$ cat src/rtl/cpu_pkg.sv
// Shared CPU datapath definitions: word width, multiplier counter width and FSM states.
package cpu_pkg;

  localparam int WORD_W    = 32;
  localparam int MUL_CNT_W = $clog2(WORD_W);

  typedef enum logic [1:0] {
    IDLE = 2'd0,
    RUN  = 2'd1,
    DONE = 2'd2
  } mul_state_t;

endpackage

$ cat src/rtl/cla_add32.sv
// Carry-lookahead adder built from chained 4-bit lookahead groups; WIDTH must be a multiple of 4.
module cla_add32
  import cpu_pkg::*;
#(
  parameter int WIDTH = WORD_W
) (
  input  logic [WIDTH-1:0] a,
  input  logic [WIDTH-1:0] b,
  input  logic             cin,
  output logic [WIDTH-1:0] sum,
  output logic             cout
);

  localparam int NGRP = WIDTH / 4;

  logic [NGRP:0] gc;

  assign gc[0] = cin;

  for (genvar gi = 0; gi < NGRP; gi++) begin : g_grp
    logic [3:0] g;
    logic [3:0] p;
    logic [4:0] c;

    assign g    = a[4*gi +: 4] & b[4*gi +: 4];
    assign p    = a[4*gi +: 4] ^ b[4*gi +: 4];
    assign c[0] = gc[gi];
    assign c[1] = g[0] | (p[0] & c[0]);
    assign c[2] = g[1] | (p[1] & g[0]) | (p[1] & p[0] & c[0]);
    assign c[3] = g[2] | (p[2] & g[1]) | (p[2] & p[1] & g[0]) | (p[2] & p[1] & p[0] & c[0]);
    assign c[4] = g[3] | (p[3] & g[2]) | (p[3] & p[2] & g[1]) | (p[3] & p[2] & p[1] & g[0])
                | (p[3] & p[2] & p[1] & p[0] & c[0]);

    assign sum[4*gi +: 4] = p ^ c[3:0];
    assign gc[gi+1]       = c[4];
  end

  assign cout = gc[NGRP];

endmodule

$ cat src/rtl/booth_mul32.sv
// Sequential signed radix-2 Booth multiplier, one add/shift step per cycle through cla_add32.
// Optional overflow flag output enabled by defining BOOTH_MUL_OVF_EN.
module booth_mul32
  import cpu_pkg::*;
#(
  parameter int WIDTH = WORD_W
) (
  input  logic             clock,
  input  logic             clear,
  input  logic             start,
  input  logic [WIDTH-1:0] multiplicand,
  input  logic [WIDTH-1:0] multiplier,
  output logic             busy,
  output logic             done,
  output logic [WIDTH-1:0] product_hi,
  output logic [WIDTH-1:0] product_lo
`ifdef BOOTH_MUL_OVF_EN
  ,
  output logic             ovf
`endif
);

  localparam int CNT_W = $clog2(WIDTH);

  mul_state_t       state;
  mul_state_t       state_next;
  logic             busy_next;
  logic             done_next;
  logic [WIDTH-1:0] acc;
  logic [WIDTH-1:0] q_reg;
  logic [WIDTH-1:0] m_reg;
  logic             q_m1;
  logic [CNT_W-1:0] count;
  logic [WIDTH-1:0] add_b;
  logic             add_cin;
  logic [WIDTH-1:0] sum;
  logic             cout;
  logic             sgn;
  logic             last_step;
  logic [WIDTH-1:0] acc_shift;
  logic [WIDTH-1:0] q_shift;

  // Booth operand select: add M, subtract M (two's complement), or pass A through.
  always_comb begin
    add_b   = '0;
    add_cin = 1'b0;
    case ({q_reg[0], q_m1})
      2'b01: begin
        add_b   = m_reg;
        add_cin = 1'b0;
      end
      2'b10: begin
        add_b   = ~m_reg;
        add_cin = 1'b1;
      end
      default: begin
        add_b   = '0;
        add_cin = 1'b0;
      end
    endcase
  end

  cla_add32 #(.WIDTH(WIDTH)) u_add (
    .a    (acc),
    .b    (add_b),
    .cin  (add_cin),
    .sum  (sum),
    .cout (cout)
  );

  // The true sign survives the add even when the sum overflows (e.g. M = most-negative).
  assign sgn       = acc[WIDTH-1] ^ add_b[WIDTH-1] ^ cout;
  assign acc_shift = {sgn, sum[WIDTH-1:1]};
  assign q_shift   = {sum[0], q_reg[WIDTH-1:1]};
  assign last_step = (count == CNT_W'(WIDTH - 1));

  // State register together with registered busy/done flags.
  always_ff @(posedge clock) begin
    if (clear) begin
      state <= IDLE;
      busy  <= 1'b0;
      done  <= 1'b0;
    end else begin
      state <= state_next;
      busy  <= busy_next;
      done  <= done_next;
    end
  end

  // Next-state logic.
  always_comb begin
    state_next = state;
    case (state)
      IDLE: begin
        if (start) state_next = RUN;
        else       state_next = IDLE;
      end
      RUN: begin
        if (last_step) state_next = DONE;
        else           state_next = RUN;
      end
      DONE:    state_next = IDLE;
      default: state_next = IDLE;
    endcase
  end

  // Output decode from the upcoming state so the flags line up with it once registered.
  always_comb begin
    busy_next = (state_next == RUN);
    done_next = (state_next == DONE);
  end

  // Datapath: operand capture, Booth add/shift steps and product capture on the final step.
  always_ff @(posedge clock) begin
    if (clear) begin
      acc        <= '0;
      q_reg      <= '0;
      m_reg      <= '0;
      q_m1       <= 1'b0;
      count      <= '0;
      product_hi <= '0;
      product_lo <= '0;
`ifdef BOOTH_MUL_OVF_EN
      ovf        <= 1'b0;
`endif
    end else begin
      case (state)
        IDLE: begin
          if (start) begin
            acc   <= '0;
            q_reg <= multiplier;
            q_m1  <= 1'b0;
            m_reg <= multiplicand;
            count <= '0;
          end
        end
        RUN: begin
          acc   <= acc_shift;
          q_reg <= q_shift;
          q_m1  <= q_reg[0];
          count <= count + CNT_W'(1);
          if (last_step) begin
            product_hi <= acc_shift;
            product_lo <= q_shift;
`ifdef BOOTH_MUL_OVF_EN
            ovf        <= (acc_shift != {WIDTH{q_shift[WIDTH-1]}});
`endif
          end
        end
        default: begin
          acc <= acc;
        end
      endcase
    end
  end

endmodule

$ cat config.mk
export PLATFORM = sky130hd
export DESIGN_NAME = booth_mul32
export DESIGN_NICKNAME = d
export VERILOG_FILES = /design/src/rtl/cpu_pkg.sv /design/src/rtl/cla_add32.sv /design/src/rtl/booth_mul32.sv
export SDC_FILE = /design/constraint.sdc
export NUM_CORES = 1
export LEC_CHECK = 0
export ABC_AREA = 1
export BUFFER_PORTS_ARGS = -buffer_cell sky130_fd_sc_hd__buf_2
export CAP_MARGIN = 20
export CELL_PAD_IN_SITES_DETAIL_PLACEMENT = 0
export CELL_PAD_IN_SITES_GLOBAL_PLACEMENT = 2
export CORE_MARGIN = 2
export CORE_UTILIZATION = 32
export DETAILED_ROUTE_END_ITERATION = 12
export PLACE_DENSITY = 0.81
export SLEW_MARGIN = 20
export SYNTH_ARGS = -nofsm -noshare
export SYNTH_HDL_FRONTEND = slang
export SYNTH_SLANG_ARGS = --single-unit
$ cat constraint.sdc
create_clock -name clock -period 3.5 [get_ports clock]
set_clock_uncertainty 0.15 [all_clocks]
set_input_delay 0 -clock clock [delete_from_list [all_inputs] [get_ports clock]]
set_output_delay 0 -clock clock [all_outputs]
set_load 0.05 [all_outputs]
Word level (Yosys, flattened, before mapping)
Index checks and enable logic that the tools add are counted.
W data, S select, Z words.
Operators by class
  add/subtract/negate cells: 1
  equal/unequal tests: 7
  muxes and demuxes: 13
  bitwise logic cells: 235
  reduce and logical (&&, ||, !) cells: 5
Operators with widths (count)
  $pmux W32 S2: 3
  $and A1 B1 Y1: 128
  $or A1 B1 Y1: 80
  $mux W32: 2
  $xor A4 B4 Y4: 16
  $and A4 B4 Y4: 8
  $not A32 Y32: 1
  $pmux W5 S2: 1
  $eq A2 B1 Y1 const B: 3
  $reduce_and A2 Y1: 3
  $add A5 B1 Y5 const B: 1
  $eq A5 B5 Y1 const B: 1
  $mux W5: 1
  $eq A2 B2 Y1 const B: 2
  $pmux W2 S2: 1
  $mux W1: 3
  $logic_not A2 Y1: 1
  $mux W2: 1
  $ne A2 B2 Y1 const B: 1
  $pmux W1 S2: 1
  $reduce_bool A2 Y1: 1
  $xor A1 B1 Y1: 2
Word-level totals
  register bits after elaboration: 170
  output and inout port bits: 66

Logic depth before layout (Yosys ltp)
Gate-level depths: netlist of the first run.
  depth in word-level cells: 24
  gate-level depth with buffers: 29
  gate-level depth less buffers: 28

Hierarchy
A second synthesis of the first run with hierarchy kept.
Unflattened totals
  cells, all modules: 1062
  area, all modules: 7940.1 µm²
Modules (own cells, without submodules)
  booth_mul32: times used 1, cells each 877, area an instance 6581.3 µm²
  cla_add32: times used 1, cells each 185, area an instance 1358.8 µm²

Least setup slack after synthesis of the first run
OpenSTA, ideal clock, no wires.
  kind: reg2reg
  start: reg q_m1
  end: reg acc[28]
  arrival time: 3.031 ns
  setup slack: 0.248 ns
  stages on the path, launching flop included: 23
  period minus slack after synthesis: 3.252 ns
  path through: dfxtp_1 -> inv_1 -> nor2_1 -> clkbuf_1 -> nand2_1 -> o21ai_0 -> ha_1 -> a21oi_1 -> nand2_1 -> a41oi_1 -> nand2_4 -> nand2_4 -> nand2_4 -> nand2_4 -> nand2_4 -> nand2_4 -> nand2_4 -> nand2_4 -> nand2_4 -> fa_1 -> xor2_1 -> nand2_1 -> a21oi_1
On the way
  cells in the longest elaborated chain, start to end: 24
RTL lines
  start, declared: RTL line booth_mul32.sv:32  | logic q_m1;
  start signal, assigned: RTL line booth_mul32.sv:140  | q_m1 <= q_reg[0];
  $eq A2 B2 Y1 or $eq A2 B1 Y1 (tied branches): RTL line booth_mul32.sv:47  | case ({q_reg[0], q_m1})
  $pmux W32 S2: RTL line booth_mul32.sv:47
  $xor A4 B4 Y4 or $and A4 B4 Y4 (tied branches): RTL line cla_add32.sv:26, cla_add32.sv:25
  $and A1 B1 Y1 (on tied branches): RTL line cla_add32.sv:31, cla_add32.sv:32
  $or A1 B1 Y1 (tied with other cells) (2 in series): RTL line cla_add32.sv:31  | assign c[4] = g[3] | (p[3] & g[2]) | (p[3] & p[2] & g[1]) | (p[3] & p[2] & p[1] & g[0])
  $or A1 B1 Y1 or $and A1 B1 Y1 (tied branches): RTL line cla_add32.sv:31, cla_add32.sv:32
  $or A1 B1 Y1: RTL line cla_add32.sv:32  | | (p[3] & p[2] & p[1] & p[0] & c[0]);
  $and A1 B1 Y1: RTL line cla_add32.sv:32
  (+7 left out)
  $and A1 B1 Y1: RTL line cla_add32.sv:32
  $or A1 B1 Y1: RTL line cla_add32.sv:32
  $and A1 B1 Y1: RTL line cla_add32.sv:32
  $or A1 B1 Y1: RTL line cla_add32.sv:32
  $and A1 B1 Y1: RTL line cla_add32.sv:28  | assign c[1] = g[0] | (p[0] & c[0]);
  $or A1 B1 Y1: RTL line cla_add32.sv:28
  $xor A4 B4 Y4 *: RTL line cla_add32.sv:34  | assign sum[4*gi +: 4] = p ^ c[3:0];
  $pmux W32 S2 *: RTL line booth_mul32.sv:127  | case (state)
  end signal, assigned: RTL line booth_mul32.sv:138  | acc <= acc_shift;
  end, declared: RTL line booth_mul32.sv:29  | logic [WIDTH-1:0] acc;
Mark *: on every way between the ends. The rest lies on a longest branch, timed or not.
A chain may end at the register's enable or synchronous reset.

Worst setup path after layout of the first run
  start: reg q_reg[0]
  end: reg acc[27]
On the way
  cells in the longest elaborated chain, start to end: 22
RTL lines
  start, declared: RTL line booth_mul32.sv:30  | logic [WIDTH-1:0] q_reg;
  start signal, assigned: RTL line booth_mul32.sv:131  | q_reg <= multiplier;
  start signal, assigned: RTL line booth_mul32.sv:139  | q_reg <= q_shift;
  $eq A2 B2 Y1 or $eq A2 B1 Y1 (tied branches): RTL line booth_mul32.sv:47
  $pmux W32 S2: RTL line booth_mul32.sv:47
  $xor A4 B4 Y4 or $and A4 B4 Y4 (tied branches): RTL line cla_add32.sv:26, cla_add32.sv:25
  $and A1 B1 Y1 (on tied branches): RTL line cla_add32.sv:31, cla_add32.sv:32
  $or A1 B1 Y1 (tied with other cells) (2 in series): RTL line cla_add32.sv:31
  $or A1 B1 Y1 or $and A1 B1 Y1 (tied branches): RTL line cla_add32.sv:31, cla_add32.sv:32
  $or A1 B1 Y1: RTL line cla_add32.sv:32
  $and A1 B1 Y1: RTL line cla_add32.sv:32
  (+6 left out)
  $or A1 B1 Y1: RTL line cla_add32.sv:32
  $and A1 B1 Y1: RTL line cla_add32.sv:32
  $or A1 B1 Y1: RTL line cla_add32.sv:32
  $and A1 B1 Y1: RTL line cla_add32.sv:32
  $or A1 B1 Y1: RTL line cla_add32.sv:32
  $xor A4 B4 Y4 *: RTL line cla_add32.sv:34
  net sum[28]: RTL line booth_mul32.sv:36  | logic [WIDTH-1:0] sum;
  $pmux W32 S2 *: RTL line booth_mul32.sv:127
Mark *: on every way through the listed nets, which the timed path passes. The rest lies on a longest branch.

==> results of run 1 <==
==> kinds of logic (layout without fill, tap and decap cells) <==
kind of cell,after synthesis,in the layout,share of synthesized area
XOR/XNOR,19,19,0.0212
other,0,1,0
buffers and inverters,162,358,0.0807
AO/OA/AOI/OAI,237,237,0.176
adder cells (fa/ha/maj),42,42,0.0745
AND/OR/NAND/NOR,397,397,0.215
flip-flops,170,170,0.433
==> synthesized netlist by cell type, drive strengths merged (13+ instances only) <==
cell type	n
nand2	235
dfxtp	170
o21ai	117
inv	102
nor2	89
a21oi	66
nand3	62
clkbuf	50
ha	34
o221ai	26
o21bai	13
xor2	13
==> layer usage <==
layer	global-route usage	vias up
met5	0	-
met4	0.0495	0
met3	0.0274	21
met2	0.296	116
met1	0.226	3310
li1	-	3742
==> cell type report <==
type                            instances  area (sq um)
Antenna cell                            1          2.50
Sequential cell                       170          3410
Timing Repair Buffer                  223          1570
Inverter                              103           388
Tap cell                              324           405
Multi-Input combinational cell        695          3870
Clock buffer                           17           425
Clock inverter                         15           203
Fill cell                            2535         13900
==> report_power, final <==
part / switching [mW] / internal, mW
Clock: 0.942 / 1.04
Sequential: 0.0423 / 2.01
Combinational: 0.327 / 0.216
Total: 1.31 / 3.26
==> timing repair <==
| item | 4_1_cts | 5_1_grt |
|---|---|---|
| pin swaps | 0 | 10 |
| buffers inserted | 0 | 8 |
| cloned | 0 | 2 |
| setup endpoints to repair | 2 | 6 |
| hold buffers | 65 | 0 |
| endpoints found under the hold margin | 77 | 0 |
| gates resized for setup | 1 | 13 |
==> final timing paths <==
path / from / to / slack (ns) / cells past startpoint
hold reg to reg: product_hi[0] / product_hi[0] / 0.32 / 2
setup reg to reg: q_reg[0] / acc[27] / 0.18 / 23
setup / recovery: q_reg[0] / acc[27] / 0.18 / 23
hold / removal: clear / q_reg[13] / 0.06 / 3
==> worst max-delay path: stages (launching register included) <==
cell and delay, ns:
dfxtp_2 0.32, buf_4 0.14, nor2_4 0.19, buf_12 0.15
buf_4 0.10, nand2_1 0.04, o21ai_0 0.07, ha_1 0.32
nand4_1 0.12, and3_1 0.16, nand2_2 0.07, nand2_2 0.08
nand2_4 0.06, nand2_4 0.06, nand2_4 0.06, nand2_4 0.07
nand2_4 0.06, nand2_4 0.07, nand2_4 0.07, nand2_4 0.07
nand2_4 0.05, fa_2 0.58, nand2_1 0.07, a21oi_2 0.13
==> run metrics, run 1 <==
placed wire-length estimate 13.9 mm; Top Metal Used met4; CP endpoint kind register; Setup TNS 0 ns; synthesized area 7860 sq um; number of synthesized flops with an enable pin 0; most used flip-flop cell after synthesis dfxtp_1; clk sinks 170; die area 25800 sq um; core area 24200 sq um; status finished clean; pin slew with the least headroom to its limit 1.02 ns; metal3 WL 629 microns; total power per unit cell area 445 nW/um^2; dominant cell type by area after synthesis dfxtp_1; DRC Markers 0; DIE WIDTH 161 microns; ratio of cells with drive above 1 in the final layout 0.190; gr usage total 0.173; P&R area growth vs syn 30.7%; Synth Instances 1027; Post-Syn Nets 1136; DRT Wirelength 22.0 mm; met1 WL 10.6 mm; Max-Cap Viols 0; CTS tree built; CP required 3.71 ns; Max clock buf depth 2; Reg clk slew, reported paths 0.08 ns; routed length per instance 14.2 microns; Final GP Congestion 0.805; commonest non-fill, non-tap cell in the layout nand2_1; antenna violations before repair 0; number of global-route vias before repair 7069; Final Hold Viols 0; slew margin rel. 0.319; IO Count 133; Startpoint Class register; #FFs+latches synth 170; Slew Viols, Final 0; period utilisation layout 0.947; H-tree lvl count 4; post-layout net count 1319; Seq/Total Area, Yosys 0.433; Tmin final 3.32 ns; Hold WS 0.0616 ns; Root Buffer clkbuf_16; most frequent cells in the layout nand2_1 (222), dfxtp_1 (168), buf_2 (132), o21ai_0 (115), inv_1 (98); Starting Density 0.325; Pleak 4.79 nW; end-of-flow core utilization 0.425; Pwr Total 4.57 mW; drt via density 4.64; row count 57; PortBufs 132; Yosys cell types 38; fmax 302 MHz; Synth Area per Inst 7.65 sq um; VDD IR-drop max 280 uV; post-route ant nets 0; WS Path Type register to register; die height 161 microns; Place WS 0.00640 ns; DR vias 7189; final instance area 10300 sq um; Worst Slack Setup Final 0.184 ns; endpoints failing setup 0; Clock Latency Late Sink 0.44 ns; Area contributors post-synth dfxtp_1 (43%), nand2_1 (11%), o21ai_0 (7.5%); total gr overflow 0; global-route wire length before repair 35.8 mm; CTS Buf Count 17; ys async rst share 0; dpl cells 1440; met2 WL post-DR 10.5 mm; post-synth top area share 0.433; pin count of the biggest net entering global routing 72; DRT iter0 DRCs 394; Worst Path Max Fanout 5; Ys Warns 0; worst endpoint data arrival time 3.53 ns; fin cells 1548; DRT Pass-1 Iters 4; hold crit path type primary input to register; Placed Instance Area 8830 sq um
Power figures use the tool's default switching activity.
==> run 2: changes to the inputs <==
--- a/config.mk
+++ b/config.mk
@@ -5,15 +5,16 @@
 export SDC_FILE = /design/constraint.sdc
 export NUM_CORES = 1
 export LEC_CHECK = 0
-export ABC_AREA = 1
+export ABC_CLOCK_PERIOD_IN_PS = 3500
 export BUFFER_PORTS_ARGS = -buffer_cell sky130_fd_sc_hd__buf_2
 export CAP_MARGIN = 20
 export CELL_PAD_IN_SITES_DETAIL_PLACEMENT = 0
 export CELL_PAD_IN_SITES_GLOBAL_PLACEMENT = 2
 export CORE_MARGIN = 2
-export CORE_UTILIZATION = 32
+export CORE_UTILIZATION = 33
 export DETAILED_ROUTE_END_ITERATION = 12
-export PLACE_DENSITY = 0.81
+export PLACE_DENSITY = 0.82
+export REMOVE_ABC_BUFFERS = 1
 export SLEW_MARGIN = 20
 export SYNTH_ARGS = -nofsm -noshare
 export SYNTH_HDL_FRONTEND = slang
==> run 2 against run 1 <==
Compared with the run above: cell area grew 7.8%; core utilization grew 2.8 points; critical path depth shrank 8; worst hold slack gained 0.12 ns; largest cell class unchanged; area after synthesis grew 5.3%; largest power group unchanged; sequential power is essentially flat.
==> run metrics, run 2 <==
fmax 300 MHz; Slew Viols, Final 0; Worst Path Max Fanout 19; #FFs+latches synth 170; FF-to-FF path depth 15; die height 162 microns; Starting Density 0.338; RSZ-0062 raised after global routing true; Startpoint Class register; most frequent cells in the layout nand2_1 (240), dfxtp_1 (168), buf_2 (131), nor2_1 (92), a21oi_1 (91); Area contributors post-synth dfxtp_1 (41%), nand2_1 (11%), a21oi_1 (5.6%); Worst Slack Setup Final 0.172 ns; area of the multi-input gates 4560 sq um; Yosys cell types 60; Synth Instances 1061; Final GP Congestion 0.822; top-count cell post-synth nand2_1; CTS tree built; CTS Buf Count 17; Clock Latency Late Sink 0.44 ns; n_diodes 0; most frequent cells after synthesis nand2_1 (242), dfxtp_1 (170), nor2_1 (95), a21oi_1 (93), clkbuf_1 (58); Sequential cell area 3410 sq um; total power per unit cell area 424 nW/um^2; Fillers 2494; DRT Wirelength 25.6 mm; Max-Cap Viols 0; number of global-route vias before repair 7448; post-route ant nets 0; Max clock buf depth 2; pin slew with the least headroom to its limit 0.691 ns; end-of-flow core utilization 0.453; pin count of the biggest net entering global routing 53; clk sinks 170; commonest non-fill, non-tap cell in the layout nand2_1; post-synth top area share 0.411; Pleak 4.67 nW; synthesized area 8280 sq um; post-layout net count 1382; period utilisation layout 0.951; DIE WIDTH 162 microns; Synth Area per Inst 7.80 sq um; worst stage delay on the critical path 0.41 ns; ys async rst share 0; VDD IR-drop max 266 uV; PortBufs 132; Ys Warns 0; endpoints failing setup 0; DRT Pass-1 Iters 5; P&R area growth vs syn 33.8%; dominant cell type by area after synthesis dfxtp_1; Root Buffer clkbuf_16; ratio of cells with drive above 1 in the final layout 0.193; Seq/Total Area, Yosys 0.411; CP required 3.69 ns; number of synthesized flops with an enable pin 0; CP endpoint kind register; placed wire-length estimate 16.6 mm; Final Hold Viols 0; RR Endpoint acc[24]; gr usage total 0.192; H-tree lvl count 4; DR vias 8098; row count 57; Worst Hold Launch multiplicand[18]; Reg clk slew, reported paths 0.08 ns; status finished clean; number of stages on the worst setup path 15; IO Count 133; drt via density 5.03; hold endpoint m_reg[18]; worst endpoint data arrival time 3.51 ns; cell family with most CP delay adder cells; R2R setup slack 0.17 ns; Hold Path Stages 4; DRC Markers 0; WP buf/inv 1; slew margin rel. 0.538; Tmin final 3.33 ns; die area 26400 sq um; global-route wire length before repair 40.0 mm; routed length per instance 15.9 microns; Crit-path slowest cell dfxtp_4; most used flip-flop cell after synthesis dfxtp_1; critical path cell sequence buf_12, nor2_1, nand2_1, o21ai_0, ha_1, a211oi_2, nor2_2, nor4_4, a211oi_2, nor2_2, o21ai_2, fa_2, xnor2_2, nor2_1, o21a_1; WS Path Type register to register; Place WS -0.146 ns; RR Startpoint q_m1; DRT iter0 DRCs 541; total gr overflow 0; antenna violations before repair 0; hold crit path type primary input to register; core area 24500 sq um
-- run 2: changes by cell type after synthesis, moves of 13 or more --
cell / change
o21ai_0: -61
inv_1: -56
nand3_1: -42
a21oi_1: +31
o22ai_1: +30
o221ai_1: -25
a221oi_1: +24
nand2_1: +20
a211oi_1: +13
a22oi_1: +13
o21bai_1: -13
-- run 2: worst max-delay path by stage --
stage                   from       to  slack, ns
global placement    q_reg[0]  acc[24]      -0.08
finish                  q_m1  acc[24]       0.17
global route            q_m1  acc[24]      -0.05
CTS                 q_reg[0]  acc[28]      0.006
floorplan               q_m1  acc[28]      -0.72
detailed placement  q_reg[0]  acc[24]      -0.15
-- run 2: kinds of logic after synthesis --
family / after synthesis / share of synthesized area
buffers and inverters: 117 / 0.0534
XOR/XNOR: 12 / 0.0127
AO/OA/AOI/OAI: 307 / 0.243
adder cells (fa/ha/maj): 42 / 0.0708
multiplexers: 1 / 0.00121
AND/OR/NAND/NOR: 412 / 0.208
flip-flops: 170 / 0.411
-- run 2: timing repair --
action,4_1_cts,5_1_grt
buffers inserted,0,4
endpoints found under the setup margin,13,24
resized for setup,2,28
hold buffers,84,0
cloned,0,1
pin swaps,0,14
endpoints found under the hold margin,90,0
-- run 2: per-stage QoR --
step	hold slack, ns	area, sq um	setup TNS, ns	instances	power [mW]
2_1_floorplan	-0.0809	8010	-17.50	990	2.50
3_3_place_gp	0.0908	9450	-0.147	1489	2.74
3_5_place_dp	0.0963	9450	-0.569	1489	2.75
4_1_cts	0.173	10900	0	1605	4.70
5_1_grt	0.194	11100	-0.105	1610	4.91
6_report	0.181	11100	0	1610	4.69
-- run 2: cell type report --
type                       instances  share of cell area
inverter                          46              0.0156
tap                              324              0.0366
clock inverter                    15              0.0143
timing repair buffer             264               0.175
clock buffer                      17              0.0384
multi-input combinational        774               0.412
sequential                       170               0.308
-- run 2: routing by layer --
layer	track usage	wire length, microns	vias up
met1	0.268	12600	3756
met4	0.0414	206	0
met5	0	0	-
met3	0.0326	1190	18
met2	0.313	11600	187
li1	-	-	4137
-- run 2: tightest hold or removal path, delay by kind of cell --
kind	cells	cell delay [ns]
AO/OA/AOI/OAI	1	0.05
buffers and inverters	2	0.65
AND/OR/NAND/NOR	1	0.04
-- run 2: where the power goes --
part / switching, mW / internal (mW) / total [mW]
combinational: 0.405 / 0.328 / 0.734
sequential: 0.0652 / 2.01 / 2.08
clock: 0.930 / 0.952 / 1.88
